<file path="src/rtl/pipe_skid_stage.sv">
// rtl/pipe_skid_stage.sv - pipeline register stage with optional skid entry and flush
module pipe_skid_stage #(
  parameter int WIDTH          = 32,
  parameter int SKID           = 1,
  parameter int CLEAR_ON_FLUSH = 1
) (
  input  logic             clk,
  input  logic             reset,
  input  logic             in_valid,
  output logic             in_ready,
  input  logic [WIDTH-1:0] in_data,
  input  logic             flush,
  output logic             out_valid,
  input  logic             out_ready,
  output logic [WIDTH-1:0] out_data,
  output logic [1:0]       count
);

  typedef enum logic [1:0] {
    EMPTY = 2'd0,
    BUSY  = 2'd1,
    FULL  = 2'd2
  } state_t;

  state_t           state;
  state_t           state_next;
  logic [WIDTH-1:0] main_q;
  logic [WIDTH-1:0] skid_q;
  logic             in_fire;
  logic             out_fire;

  assign in_fire  = in_valid & in_ready;
  assign out_fire = out_valid & out_ready;

  always_ff @(posedge clk) begin
    if (reset) begin
      state <= EMPTY;
    end else begin
      state <= state_next;
    end
  end

  always_comb begin
    state_next = state;
    if (flush) begin
      state_next = EMPTY;
    end else begin
      case (state)
        EMPTY: begin
          if (in_fire) state_next = BUSY;
        end
        BUSY: begin
          if (in_fire && !out_fire) begin
            state_next = (SKID != 0) ? FULL : BUSY;
          end else if (out_fire && !in_fire) begin
            state_next = EMPTY;
          end
        end
        FULL: begin
          if (out_fire) state_next = BUSY;
        end
        default: state_next = EMPTY;
      endcase
    end
  end

  // With SKID=1 in_ready depends only on state and flush, keeping out_ready off the upstream path.
  always_comb begin
    out_valid = (state != EMPTY);
    out_data  = main_q;
    if (SKID != 0) begin
      in_ready = (state != FULL) && !flush;
    end else begin
      in_ready = (!out_valid || out_ready) && !flush;
    end
    case (state)
      BUSY:    count = 2'd1;
      FULL:    count = 2'd2;
      default: count = 2'd0;
    endcase
  end

  always_ff @(posedge clk) begin
    if (reset) begin
      main_q <= '0;
      skid_q <= '0;
    end else if (flush) begin
      if (CLEAR_ON_FLUSH != 0) begin
        main_q <= '0;
        skid_q <= '0;
      end
    end else begin
      case (state)
        EMPTY: begin
          if (in_fire) main_q <= in_data;
        end
        BUSY: begin
          if (in_fire && out_fire) begin
            main_q <= in_data;
          end else if (in_fire && (SKID != 0)) begin
            skid_q <= in_data;
          end
        end
        FULL: begin
          if (out_fire) main_q <= skid_q;
        end
        default: ;
      endcase
    end
  end

endmodule

</file>
<file path="config.mk">
export PLATFORM = sky130hd
export DESIGN_NAME = pipe_skid_stage
export DESIGN_NICKNAME = d
export VERILOG_FILES = /design/src/rtl/pipe_skid_stage.sv
export SDC_FILE = /design/constraint.sdc
export NUM_CORES = 1
export LEC_CHECK = 0
export CAP_MARGIN = 20
export CORE_ASPECT_RATIO = 1.75
export CORE_MARGIN = 2
export CORE_UTILIZATION = 44
export CTS_CLUSTER_DIAMETER = 50
export DETAILED_ROUTE_END_ITERATION = 10
export PLACE_DENSITY_LB_ADDON = 0.2
export SLEW_MARGIN = 10
export SYNTH_ARGS = -nofsm -noshare
export SYNTH_HDL_FRONTEND = slang
export SYNTH_SLANG_ARGS = --single-unit
export TNS_END_PERCENT = 10
</file>
<file path="constraint.sdc">
create_clock -name clk -period 2.3 [get_ports clk]
set_clock_uncertainty 0.05 [all_clocks]
set_input_delay 0.46 -clock clk [delete_from_list [all_inputs] [get_ports clk]]
set_output_delay 0.46 -clock clk [all_outputs]
set_load 0.02 [all_outputs]
</file>
==> flow_metrics.py, run 1 <==
metrics = {
    "synth": {
        "ys.warnings.count": 0,
        "synth_area_leader_cell": "dfxtp_1",
        "avgSynthCellArea_um2": 9.41,
        "synth_flop_cell": "dfxtp_1",
        "synth_most_common_cell": "dfxtp_1",
        "synth_cell_types": 23,
        "synthTopCellsByCount": "66 x dfxtp_1, 65 x nand2_1, 32 x a21oi_1, 32 x mux2i_1, 32 x nor4_1",
        "async_flop_share_pct": 0,
        "netlist.area_leader.share_pct": 44.9,
        "synth_edf_count": 0,
        "ys_seq_area_share_pct": 44.9,
        "synth.net_count": 352,
        "syn_inst": 313,
        "netlist_top_cells_area": "dfxtp_1 45%, a211oi_2 13%, mux2i_1 11%, nand2_1 8.3%, nor4_1 6.8%",
        "synth.ff_latch_count": 66,
        "syn_area_um2": 2950,
    },
    "clock_network": {
        "cts_tree": "yes",
        "htree_levels": 3,
        "cts.path.max_buffers": 2,
        "clockRootBuffer": "clkbuf_16",
        "hold_buffers": 0,
        "cts_num_sinks": 66,
        "path_clk_slew_ns": 0.05,
        "numCtsBuffers": 9,
        "insertion_delay_ns": 0.32,
    },
    "power_and_ir_drop": {
        "peakVddDrop_mv": 0.718,
        "pwr_density_cell_nw_per_um2": 733,
        "p_leak_nw": 1.62,
    },
    "detailed_routing": {
        "drc": 0,
        "met2_length_um": 3900,
        "postRouteAntennaNets": 0,
        "vias_per_cell": 5.41,
        "vias": 2520,
        "routed.top_layer": "met4",
        "wl_met3_um": 222,
        "wl_um": 7420,
        "route.detailed.wl_per_inst_um": 15.9,
        "drt-met1-wl_um": 3120,
        "drtIter0Drc": 135,
        "drt_first_pass_iters": 6,
    },
    "critical_path": {
        "worst_setup_path_end_kind": "output port",
        "crit_fanout": 3,
        "cp.arrival_ns": 1.75,
        "required_ns": 1.79,
        "cp-start-kind": "primary input",
        "path_delay_family": "buffers and inverters",
        "crit_slowest_cell": "clkdlybuf4s50_1",
        "max_stage_delay_ns": 0.60,
        "critical_path.most_common_cell": "clkdlybuf4s50_1",
        "cp_cell_sequence": "clkdlybuf4s50_1 -> buf_4 -> nor2_1 -> clkdlybuf4s50_1",
        "path_buf_inv": 3,
        "crit_type": "in2out",
    },
    "layout": {
        "diodes": 0,
        "nets": 418,
        "drive_above_1_share_pct": 18.2,
        "fillerInstances": 554,
        "area_growth_syn_to_layout_pct": 40.7,
    },
    "run_status": {
        "status": "complete, no violations",
    },
    "floorplan": {
        "die_w_um": 65.8,
        "start_util_pct": 45.4,
        "core_area_um2": 6490,
        "num_io_pins": 73,
        "die-area_um2": 7390,
        "rows": 39,
        "die_h_um": 112,
    },
    "global_route": {
        "grt_max_degree": 67,
        "grt_overflow": 0,
        "antenna_found_initial": 0,
        "grt_pass1_vias": 2545,
        "grt_usage_pct": 21.6,
        "grt_pass1_wl_um": 12200,
    },
    "placement": {
        "place_congestion": 0.701,
        "pre_cts_slack_ns": -0.152,
        "io_buffers": 72,
        "dp_hpwl_um": 4650,
    },
    "timing": {
        "relSlewSlack_pct": 61.2,
        "finalCritPeriodShare_pct": 98.2,
        "fmax_ghz": 0.443,
        "hold_violations": 0,
        "tightest_slew_ns": 0.582,
        "tns_ns": 0,
        "drv_slew": 0,
        "setup_slack_ns": 0.0405,
        "rsz0062_at_grt": "no",
        "period_needed_ns": 2.26,
        "setup_viol": 0,
    },
    "hold_path": {
        "hp-class": "reg2reg",
    },
    "flow_run": {
        "cap_violations": 0,
    },
}
-- cells by family (layout without fill, tap and decap cells) --
kind of cell | Yosys count | in the layout | synth area share (%)
mux | 32 | 32 | 10.9
fa+ha+maj | 2 | 2 | 0.849
buf+inv | 36 | 107 | 5.65
compound gates | 66 | 66 | 19.2
flops | 66 | 66 | 44.9
simple gates | 111 | 111 | 18.5
-- registers in the layout (all words and copies together) (netlist names) --
signal / count
out_data: 32
skid_q: 32
state: 2
-- cell usage in the layout, fill, tap and decap left out --
master | Yosys | layout
buf_4 | 0 | 13
nor3b_2 | 0 | 1
nor4_1 | 32 | 32
clkbuf_16 | 0 | 9
or2b_2 | 0 | 1
nand2_1 | 65 | 65
nor4b_4 | 0 | 1
dfxtp_1 | 66 | 66
a211oi_2 | 30 | 30
and3b_1 | 3 | 3
clkdlybuf4s50_1 | 0 | 72
a21oi_1 | 32 | 32
buf_6 | 3 | 1
nor2_1 | 3 | 3
inv_8 | 0 | 1
ha_1 | 2 | 2
inv_6 | 0 | 1
inv_1 | 2 | 1
buf_12 | 0 | 3
and2b_1 | 1 | 1
or3_2 | 0 | 1
or2_2 | 2 | 2
a211oi_1 | 3 | 3
mux2i_1 | 32 | 32
nand3b_1 | 1 | 1
bufinv_16 | 0 | 3
o22a_1 | 1 | 1
clkinv_2 | 0 | 2
clkinvlp_4 | 0 | 1
-- timing repair --
item                                    4_1_cts  5_1_grt
endpoints found under the setup margin        0        1
setup buffers                                 0        0
gates resized for setup                       0        1
-- worst register-to-register path, stage by stage, from the launching register on --
cell and delay, ns:
dfxtp_1 0.35, or2b_2 0.36, inv_8 0.07, nor3b_2 0.05, ha_1 0.19, and3b_1 0.16
or3_2 0.47, buf_4 0.22, a211oi_1 0.20
-- per-stage QoR --
step / area (um^2) / util, % / cells / power [mW] / hold slack [ns]
2_1_floorplan: 3000 / - / 313 / 1.37 / 0.386
3_3_place_gp: 3800 / 58.5 / 450 / 1.51 / 0.390
3_5_place_dp: 3800 / 58.5 / 450 / 1.52 / 0.397
4_1_cts: 4140 / 63.8 / 466 / 3.07 / 0.404
5_1_grt: 4140 / 63.9 / 466 / 3.13 / 0.421
6_report: 4140 / 63.9 / 466 / 3.04 / 0.403
-- layer usage --
| metal | up-vias | global-route usage [%] |
|---|---|---|
| li1 | 1267 | - |
| met1 | 1184 | 25.5 |
| met2 | 58 | 37.0 |
| met3 | 11 | 3.41 |
| met4 | 0 | 10.8 |
| met5 | - | 0 |
-- worst paths after layout --
path,endpoint,depth (start not counted),slack [ns],start
hold / removal,skid_q[13]$_SDFFE_PP0P_,2,0.40,skid_q[13]$_SDFFE_PP0P_
setup reg to reg,out_data[30]$_SDFFE_PP0P_,8,0.12,state[0]$_SDFFE_PP0P_
hold reg to reg,skid_q[13]$_SDFFE_PP0P_,2,0.40,skid_q[13]$_SDFFE_PP0P_
setup / recovery,in_ready,4,0.04,flush
-- cell type report --
cell class	instances	area, um^2	area share [%]
clock inverter	7	116	2.81
clock buffer	9	225	5.43
tap	82	103	2.48
inverter	2	15.0	0.362
sequential	66	1320	31.9
timing repair buffer	89	890	21.5
multi-input combinational	211	1470	35.6
-- power breakdown --
group | leakage (nW) | internal (mW) | switching (mW)
clock network | 0.166 | 1.06 | 0.489
registers | 0.534 | 1.17 | 0.0141
logic | 0.925 | 0.158 | 0.154
total | 1.62 | 2.38 | 0.656
Power figures use the tool's default switching activity.
==> inputs of run 2 (changes only) <==
Settings changed: CAP_MARGIN 20 to 10, SLEW_MARGIN 10 to 20.
==> results of run 2 <==
No change in the layout: final DEF, timing and power equal those of run 1.
